**src/rtl/l1_ahb_mtx_pkg.sv**
```systemverilog
// l1_ahb_mtx_pkg: AHB transfer-type and response encodings shared by the L1 bus-matrix blocks.
package l1_ahb_mtx_pkg;

    typedef enum logic [1:0] {
        HT_IDLE   = 2'b00,
        HT_BUSY   = 2'b01,
        HT_NONSEQ = 2'b10,
        HT_SEQ    = 2'b11
    } htrans_t;

    typedef enum logic [1:0] {
        HR_OKAY  = 2'b00,
        HR_ERROR = 2'b01,
        HR_RETRY = 2'b10,
        HR_SPLIT = 2'b11
    } hresp_t;

    // NONSEQ and SEQ are the only transfer types that carry real work.
    function automatic logic is_xfer(input logic [1:0] trans);
        return trans[1];
    endfunction

endpackage

```
**src/rtl/l1_ahb_mtx_hold_reg.sv**
```systemverilog
// l1_ahb_mtx_hold_reg: holding register for one stalled address phase plus its pending flag.
//   i_clk, i_rst_n : clock, async active-low reset
//   i_load         : master presents a NONSEQ/SEQ that completes its address phase
//   i_accept       : output stage takes the transfer currently on the decoder bus
//   i_d / o_q      : packed address-phase fields in / held copy out
//   o_pend         : held copy is valid and must be replayed
module l1_ahb_mtx_hold_reg #(
    parameter int DW = 8
) (
    input  logic          i_clk,
    input  logic          i_rst_n,
    input  logic          i_load,
    input  logic          i_accept,
    input  logic [DW-1:0] i_d,
    output logic          o_pend,
    output logic [DW-1:0] o_q
);
    logic          r_pend;
    logic [DW-1:0] r_q;

    always_ff @(posedge i_clk or negedge i_rst_n) begin
        if (!i_rst_n) begin
            r_pend <= 1'b0;
            r_q    <= '0;
        end else begin
            if (!r_pend && i_load)
                r_q <= i_d;
            // While pending, only the replay's acceptance clears it; otherwise only
            // a transfer the output stage cannot take right now sets it.
            r_pend <= r_pend ? !i_accept : (i_load && !i_accept);
        end
    end

    assign o_pend = r_pend;
    assign o_q    = r_q;

endmodule

```
**src/rtl/l1_ahb_mtx_in_stg.sv**
```systemverilog
// l1_ahb_mtx_in_stg: per-master input stage of the L1 AHB matrix; holds and replays stalled address phases.
//   HCLK, HRESETn           : clock, async active-low reset
//   HSELS..HREADYS          : master-side AHB slave port inputs
//   active_dec              : target output stage accepts this port now
//   readyout_dec, resp_dec  : data-phase target's HREADYOUT/HRESP
//   sel_dec..ready_dec      : address phase presented to the decoder
//   HREADYOUTS, HRESPS      : ready/response returned to the master
module l1_ahb_mtx_in_stg
    import l1_ahb_mtx_pkg::*;
#(
    parameter int ADDR_W = 32,
    parameter int PROT_W = 4
) (
    input  logic              HCLK,
    input  logic              HRESETn,
    input  logic              HSELS,
    input  logic [ADDR_W-1:0] HADDRS,
    input  logic [1:0]        HTRANSS,
    input  logic              HWRITES,
    input  logic [2:0]        HSIZES,
    input  logic [2:0]        HBURSTS,
    input  logic [PROT_W-1:0] HPROTS,
    input  logic              HREADYS,
    input  logic              active_dec,
    input  logic              readyout_dec,
    input  logic [1:0]        resp_dec,
    output logic              sel_dec,
    output logic [ADDR_W-1:0] addr_dec,
    output logic [1:0]        trans_dec,
    output logic              write_dec,
    output logic [2:0]        size_dec,
    output logic [2:0]        burst_dec,
    output logic [PROT_W-1:0] prot_dec,
    output logic              ready_dec,
    output logic              HREADYOUTS,
    output logic [1:0]        HRESPS
);
    localparam int DW = ADDR_W + 2 + 1 + 3 + 3 + PROT_W;

    logic              w_load;
    logic              w_accept;
    logic              w_pend;
    logic [DW-1:0]     w_hold;
    logic [ADDR_W-1:0] w_h_addr;
    logic [1:0]        w_h_trans;
    logic              w_h_write;
    logic [2:0]        w_h_size;
    logic [2:0]        w_h_burst;
    logic [PROT_W-1:0] w_h_prot;
    logic              r_dphase;

    assign w_load = HSELS && is_xfer(HTRANSS) && HREADYS;

    l1_ahb_mtx_hold_reg #(.DW(DW)) u_hold (
        .i_clk    (HCLK),
        .i_rst_n  (HRESETn),
        .i_load   (w_load),
        .i_accept (w_accept),
        .i_d      ({HADDRS, HTRANSS, HWRITES, HSIZES, HBURSTS, HPROTS}),
        .o_pend   (w_pend),
        .o_q      (w_hold)
    );

    assign {w_h_addr, w_h_trans, w_h_write, w_h_size, w_h_burst, w_h_prot} = w_hold;

    // A held transfer owns the decoder bus; the master's live inputs are ignored until it is accepted.
    always_comb begin
        sel_dec   = w_pend ? 1'b1      : HSELS;
        addr_dec  = w_pend ? w_h_addr  : HADDRS;
        trans_dec = w_pend ? w_h_trans : (HSELS ? HTRANSS : HT_IDLE);
        write_dec = w_pend ? w_h_write : HWRITES;
        size_dec  = w_pend ? w_h_size  : HSIZES;
        burst_dec = w_pend ? w_h_burst : HBURSTS;
        prot_dec  = w_pend ? w_h_prot  : HPROTS;
        ready_dec = w_pend ? 1'b1      : HREADYS;
    end

    assign w_accept = active_dec && ready_dec && sel_dec && is_xfer(trans_dec);

    always_ff @(posedge HCLK or negedge HRESETn) begin
        if (!HRESETn)
            r_dphase <= 1'b0;
        else if (ready_dec)
            r_dphase <= w_accept;
    end

    assign HREADYOUTS = w_pend ? 1'b0    : (r_dphase ? readyout_dec : 1'b1);
    assign HRESPS     = w_pend ? HR_OKAY : (r_dphase ? resp_dec     : HR_OKAY);

    // Holding only happens with ready_dec=1 and no accept, so the data phase is always closed by then.
    a_pend_dphase: assert property (@(posedge HCLK) disable iff (!HRESETn) !(w_pend && r_dphase));
    // HREADYOUTS is low while pending, so a well-behaved master cannot complete another address phase.
    a_no_load_pend: assert property (@(posedge HCLK) disable iff (!HRESETn) !(w_pend && w_load));

endmodule
```
**config.mk**
```make
export PLATFORM = sky130hd
export DESIGN_NAME = l1_ahb_mtx_in_stg
export DESIGN_NICKNAME = d
export VERILOG_FILES = /design/src/rtl/l1_ahb_mtx_pkg.sv /design/src/rtl/l1_ahb_mtx_hold_reg.sv /design/src/rtl/l1_ahb_mtx_in_stg.sv
export SDC_FILE = /design/constraint.sdc
export NUM_CORES = 1
export LEC_CHECK = 0
export BUFFER_PORTS_ARGS = -buffer_cell sky130_fd_sc_hd__buf_2
export CELL_PAD_IN_SITES_DETAIL_PLACEMENT = 1
export CELL_PAD_IN_SITES_GLOBAL_PLACEMENT = 1
export CORE_MARGIN = 2
export CORE_UTILIZATION = 27
export CTS_CLUSTER_DIAMETER = 60
export CTS_CLUSTER_SIZE = 12
export DETAILED_ROUTE_END_ITERATION = 12
export MAX_ROUTING_LAYER = met4
export PLACE_DENSITY = 0.7
export SLEW_MARGIN = 10
export SYNTH_ARGS = -nofsm -noshare
export SYNTH_HDL_FRONTEND = slang
export SYNTH_SLANG_ARGS = --single-unit
export TNS_END_PERCENT = 50
```
**constraint.sdc**
```tcl
create_clock -name HCLK -period 1.4 [get_ports HCLK]
set_input_delay 0.14 -clock HCLK [delete_from_list [all_inputs] [get_ports HCLK]]
set_output_delay 0.14 -clock HCLK [all_outputs]
set_load 0.01 [all_outputs]
```
==> impl_metrics.tcl, run 1 <==
set metrics [dict create \
    crit_path_max_incr_delay_ns 0.43 \
    holdWs_ns 0.07912 \
    coreArea_um2 9196 \
    drtAntennaViolNets 0 \
    hold_viol_final 0 \
    r2r-start "u_hold.o_pend" \
    grt_overflow 0 \
    synthArstFlopShare 1.000 \
    pin_count 103 \
    ys_warn_count 0 \
    hold-path-cell-count 2 \
    antenna_found_initial 0 \
    rr_worst_depth 4 \
    start_util 0.2763 \
    slew_violations 0 \
    synth-edff-count 0 \
    critPathBufInv 2 \
    status "finished with violations" \
    rsz0062_at_grt "yes" \
    synth_top_area_cell "dfrtp_1" \
    grt_pass1_wl_mm 8.811 \
    worstSkewPairLatency_ns 0.29 \
    cpLargestDelayFamily "flip-flops" \
    finalClockSkew_ns 0.003695 \
    drive_gt1_frac 0.7729 \
    clock-sinks 47 \
    cts_tree "built" \
    seqPwrFrac 0.470 \
    crit_chain "buf_12 > mux2_2 > buf_2" \
    h-tree-depth 2 \
    syn_nets 218 \
    synth_ff_type "dfrtp_1" \
    crit_path_start_kind "register" \
    drt-total-wl_mm 5.694 \
    ys_seq_area_frac 0.4628 \
    first_global_vias 1821 \
    place_congestion 0.7428 \
    clock.fmax_ghz 0.6368 \
    setup_ws_ns -0.1704 \
    period_share 1.122 \
    port_buffers 102 \
    worstMarginPinSlew_ns 0.2662 \
    syn_area_per_cell_um2 15.40 \
    dp_hpwl_mm 3.858 \
    dr_total_vias 1708 \
    fp.dieH_um 101.0 \
    r2r_end "u_hold.o_q[31]" \
    syn_inst 165 \
    synth_top_cell_area_share 0.4628 \
    path_max_fanout 27 \
    syn_area_um2 2541 \
    min_from "HADDRS[24]" \
    p_per_area_nw_per_um2 1137 \
    antenna_cells 0 \
    worstHoldPathType "in2reg" \
    yosysMostFrequentCell "mux2_2" \
    peakVddDrop_uv 484.0 \
    p_int_w 0.002921 \
    drc_errors 0 \
    viasPerCell 4.448 \
    nNetsFinal 326 \
    cts_buffers 5 \
    power_frac_clock 0.210 \
    wl_per_cell_um 14.83 \
    ys_types 20 \
    cap_violations 0 \
    relSlewSlack 0.8225 \
    holdPathEnd "u_hold.o_q[37]" \
    num_rows 35 \
    grt_max_degree 48 \
    crit_path_start "u_hold.o_pend" \
    grtUsageTotal 0.1135 \
    place_ws_ns -0.05826 \
    regToRegSetupSlack_ns -0.03 \
    clk_pin_slew_ns 0.09 \
    synth_area_leaders "dfrtp_1 46%, mux2_4 22%, mux2_2 22%" \
    crit_path_top_delay_cell "dfrtp_2" \
    crit_cells 3 \
    end_kind "output port" \
    drt_iter0_markers 28 \
    p_sw_w 0.001058 \
    power.leakage_nw 1.780 \
    fin_util 0.3805 \
    chipWidth_um 101.0 \
    worstPathRequired_ns 1.26 \
    ys_ff_latch 47 \
    critPathKind "reg2out" \
    post-route-min-period_ns 1.570 \
    violations "negative setup slack" \
    yosys-top-cells-count "49 x mux2_2, 47 x dfrtp_1, 38 x mux2_4" \
    setup_viol 74 \
    die_area_um2 10200 \
    pwr-share-comb 0.319 \
    switching_share 0.2659 \
    crit_arrival_ns 1.43 \
    dr.pass1.iters 3 \
    area_delta_synth_final_pct 37.72 \
    cts_root_buffer "clkbuf_8" \
    cts_buffer_depth 2 \
]
[what timing repair did]
item | CTS | global route
gates resized for setup | 15 | 26
buffers inserted | 0 | 1
pin swaps | 2 | 1
hold buffers | 1 | 0
endpoints found under the setup margin | 66 | 93
cloned | 0 | 2
hold endpoints to repair | 47 | 0
[how the worst max path moves through the flow]
stage | to | slack [ns]
floorplan | u_hold.o_q[0] | 0.16
global placement | u_hold.o_q[41] | -0.006
detailed placement | u_hold.o_q[2] | -0.06
CTS | addr_dec[25] | -0.20
global route | addr_dec[8] | -0.25
finish | addr_dec[25] | -0.17
[area by class of cell]
cell class              count  area (µm²)
fillers                   982        5697
multi-input cells         105        1299
flip-flops and latches     47        1177
repair buffers            112       789.5
well taps                 111       138.9
clock buffers               6       82.58
inverters                   2       7.507
clock inverters             1       5.005
[power groups by stage]
stage | Sequential, W | Clock, W | Combinational [W]
after floorplan | 0.00182 | 0 | 0.000808
after global routing | 0.00192 | 0.000942 | 0.00137
after global placement | 0.00188 | 0 | 0.00112
after detailed placement | 0.00188 | 0 | 0.00115
final | 0.00187 | 0.000837 | 0.00127
after CTS | 0.00187 | 0.000887 | 0.00120
[layer usage]
layer  track usage  part of all wire  vias to the layer above
met2        0.1969              0.53                       60
li1              -                 -                      804
met4       0.03119            0.0097                        0
met5             -                 0                        -
met3       0.02288             0.048                        7
met1        0.1339              0.42                      837
[sequential cells by signal (all words and copies together), names as in the netlist]
signal         flops
r_dphase           1
u_hold.o_q        45
u_hold.o_pend      1
[per-stage QoR]
step | instance area (µm²) | total power (W) | setup TNS (ns) | std cells
2_1_floorplan | 2541 | 0.002631 | 0 | 165
4_1_cts | 3316 | 0.003952 | -9.172 | 381
3_5_place_dp | 3154 | 0.003036 | -1.021 | 373
6_report | 3500 | 0.003979 | -6.818 | 384
3_3_place_gp | 3154 | 0.002995 | -0.06481 | 373
5_1_grt | 3500 | 0.004230 | -12.73 | 384
[kinds of logic (layout without fill, tap and decap cells)]
group	after synthesis	count (layout)	synth area share
mux	87	87	0.4417
flops	47	47	0.4628
buf+inv	13	121	0.05022
simple gates	12	12	0.02905
compound gates	6	6	0.01625
[placed cells by master (no fill, tap or decap)]
| cell | netlist | final |
|---|---|---|
| inv_1 | 2 | 2 |
| o211ai_1 | 1 | 1 |
| buf_6 | 1 | 17 |
| clkbuf_16 | 0 | 2 |
| buf_2 | 5 | 86 |
| o21ai_0 | 2 | 1 |
| mux2_2 | 49 | 35 |
| a21boi_0 | 1 | 1 |
| a41o_2 | 1 | 1 |
| and3b_1 | 2 | 2 |
| dlygate4sd3_1 | 0 | 1 |
| nand2b_1 | 1 | 1 |
| nand2_1 | 4 | 4 |
| or3b_2 | 1 | 1 |
| or2_4 | 0 | 2 |
| buf_12 | 4 | 5 |
| o21ai_2 | 0 | 1 |
| nand3_1 | 1 | 1 |
| clkbuf_8 | 0 | 6 |
| dfrtp_1 | 47 | 46 |
| buf_4 | 0 | 1 |
| mux2_4 | 38 | 52 |
| nand4b_1 | 1 | 1 |
| dfrtp_2 | 0 | 1 |
| clkinv_2 | 0 | 1 |
| a21oi_1 | 1 | 1 |
Note: power is estimated with default switching activity, not from simulation.
==> inputs of run 2 (changes only) <==
--- a/config.mk
+++ b/config.mk
@@ -5,6 +5,7 @@
 export SDC_FILE = /design/constraint.sdc
 export NUM_CORES = 1
 export LEC_CHECK = 0
+export ABC_AREA = 1
 export BUFFER_PORTS_ARGS = -buffer_cell sky130_fd_sc_hd__buf_2
 export CELL_PAD_IN_SITES_DETAIL_PLACEMENT = 1
 export CELL_PAD_IN_SITES_GLOBAL_PLACEMENT = 1
@@ -14,7 +15,7 @@
 export CTS_CLUSTER_SIZE = 12
 export DETAILED_ROUTE_END_ITERATION = 12
 export MAX_ROUTING_LAYER = met4
-export PLACE_DENSITY = 0.7
+export PLACE_DENSITY = 0.78
 export SLEW_MARGIN = 10
 export SYNTH_ARGS = -nofsm -noshare
 export SYNTH_HDL_FRONTEND = slang
==> impl_metrics.tcl, run 2 <==
set metrics [dict create \
    syn_nets 367 \
    setup_viol 40 \
    nNetsFinal 465 \
    critPathKind "reg2out" \
    mostFrequentLayoutCells "102 x buf_2, 95 x nand2_1, 51 x inv_1" \
    synthArstFlopShare 1.000 \
    synth_ff_type "dfrtp_1" \
    drt-total-wl_mm 5.756 \
    area_delta_synth_final_pct 33.33 \
    p_per_area_nw_per_um2 1986 \
    stdcell_area_um2 3133 \
    yosys-top-cells-count "95 x nand2_1, 78 x o21ai_0, 52 x inv_1" \
    clock.fmax_ghz 0.6761 \
    dr.pass1.iters 4 \
    n_fill_cell 1113 \
    drtAntennaViolNets 0 \
    worstMarginPinSlew_ns 0.2597 \
    dp_hpwl_mm 4.287 \
    rsz0062_at_grt "yes" \
    first_global_vias 2317 \
    crit_cells 3 \
    holdWs_ns 0.09933 \
    worstSkewPairLatency_ns 0.29 \
    drive_gt1_frac 0.3051 \
    drc_errors 0 \
    clk_pin_slew_ns 0.09 \
    tns_ns -0.7885 \
    grt_overflow 0 \
    start_util 0.2734 \
    port_buffers 102 \
    synth_top_area_cell "dfrtp_1" \
    chipWidth_um 97.29 \
    num_rows 34 \
    worstPathRequired_ns 1.26 \
    peakVddDrop_uv 867.9 \
    dpl_cell_area_um2 2958 \
    synth_area_leaders "dfrtp_1 50%, o21ai_0 17%, nand2_1 15%" \
    largest_reg_flops 45 \
    critPathBufInv 2 \
    die_area_um2 9465 \
    ys_types 16 \
    cts_tree "built" \
    h-tree-depth 2 \
    coreArea_um2 8593 \
    cpLargestDelayFamily "flip-flops" \
    yosysMostFrequentCell "nand2_1" \
    grtUsageTotal 0.1283 \
    path_max_fanout 49 \
    power.leakage_nw 1.752 \
    crit_path_max_incr_delay_ns 0.48 \
    antenna_found_initial 0 \
    clock-sinks 47 \
    regToRegSetupSlack_ns 0.08 \
    drt_iter0_markers 52 \
    grt_pass1_wl_mm 10.06 \
    endpoint "addr_dec[24]" \
    place_congestion 0.7686 \
    pin_count 103 \
    ys_warn_count 0 \
    worstHoldPathType "in2reg" \
    antenna_cells 0 \
    setup_ws_ns -0.07905 \
    status "finished with violations" \
    period_share 1.056 \
    dpl.cell_count 510 \
    syn_area_per_cell_um2 7.483 \
    cts_root_buffer "clkbuf_8" \
    crit_path_top_delay_cell "dfrtp_2" \
    hold_viol_final 0 \
    crit_arrival_ns 1.34 \
    relSlewSlack 0.8269 \
    slew_violations 0 \
    finalNonFillerCells 521 \
    r2r_end "u_hold.o_q[4]" \
    crit_path_start "u_hold.o_pend" \
    finalClockSkew_ns 0.008606 \
    dr_total_vias 2300 \
    syn_area_um2 2350 \
    grt_max_degree 50 \
    rr_worst_depth 6 \
    viasPerCell 4.415 \
    synth-edff-count 0 \
    crit_chain "buf_12 > o21ai_0 > buf_2" \
    post-route-min-period_ns 1.479 \
    synth_top_cell_area_share 0.5005 \
    final_common_cell "buf_2" \
    end_kind "output port" \
    crit_path_start_kind "register" \
    cts_buffers 5 \
    violations "negative setup slack" \
    ys_ff_latch 47 \
    ys_seq_area_frac 0.5005 \
    register_area_um2 1177 \
    multi_input_area_um2 889.6 \
    cts_buffer_depth 2 \
    fp.dieH_um 97.29 \
    r2r-start "u_hold.o_pend" \
    syn_inst 314 \
    wl_per_cell_um 11.05 \
    cap_violations 0 \
]
[run 2: cell types whose count changed in the layout (fill, tap and decap cells not counted), moves of 35 or more]
cell / previous run / this run
nand2_1: 4 / 95
mux2_4: 52 / 0
inv_1: 2 / 51
o21ai_0: 1 / 46
o21ai_1: 0 / 38
mux2_2: 35 / 0
[run 2: worst register-to-register path, delay by kind of cell, from the launching register on]
family	cells	cell delay [ns]
buffers and inverters	2	0.34
AOI/OAI and AO/OA	1	0.08
DFF	1	0.48
and+or+nand+nor	3	0.29
[run 2: worst min path at each step]
stage | startpoint | to | slack, ns | depth (start not counted)
after detailed placement | HRESETn | u_hold.o_q[28] | 0.15 | 2
after CTS | HADDRS[5] | u_hold.o_q[18] | 0.09 | 3
after global placement | HRESETn | u_hold.o_q[31] | 0.15 | 2
final | HADDRS[6] | u_hold.o_q[19] | 0.1 | 3
after floorplan | HRESETn | r_dphase | -0.16 | 0
after global routing | HADDRS[4] | u_hold.o_q[17] | 0.1 | 3
[run 2: what timing repair did]
item                                    4_1_cts  5_1_grt
gates resized for setup                      23       22
endpoints found under the hold margin        47        0
pin swaps                                     0        0
setup buffers                                 2        0
hold buffers                                  1        0
endpoints found under the setup margin       46       63
[run 2: cell type report]
type / instances / area share
sequential: 47 / 0.3758
tap: 108 / 0.04313
clock buffer: 8 / 0.03195
timing repair buffer: 110 / 0.2029
inverter: 52 / 0.06230
multi-input combinational: 196 / 0.2839
[run 2: power by group]
| part | total, W | switching [W] | internal, W | leakage [nW] |
|---|---|---|---|---|
| Sequential | 0.00236 | 0.000373 | 0.00198 | 0.581 |
| Clock | 0.000881 | 0.000430 | 0.000451 | 0.0515 |
| Combinational | 0.00299 | 0.00170 | 0.00128 | 1.12 |
[run 2: cell families (layout without fill, tap and decap cells)]
kind of cell    Yosys count  in the layout  share of synthesized area
compound gates           90             90                     0.2007
simple gates            106            106                     0.1725
flops                    47             47                     0.5005
buf+inv                  71            170                     0.1262
[run 2: metal layers]
metal | part of all wire | GRT usage | up-vias
li1 | - | - | 1161
met5 | 0 | - | -
met4 | 0.0092 | 0.02564 | 0
met3 | 0.053 | 0.02950 | 5
met1 | 0.46 | 0.1505 | 1076
met2 | 0.48 | 0.2270 | 58
[run 2: through the flow]
stage	utilization	setup WS, ns	total power [W]
2_1_floorplan	-	0.2466	0.004094
3_3_place_gp	0.3442	0.1509	0.005045
3_5_place_dp	0.3442	0.07821	0.005186
4_1_cts	0.3624	-0.08607	0.006274
5_1_grt	0.3646	-0.1593	0.006829
6_report	0.3646	-0.07905	0.006223
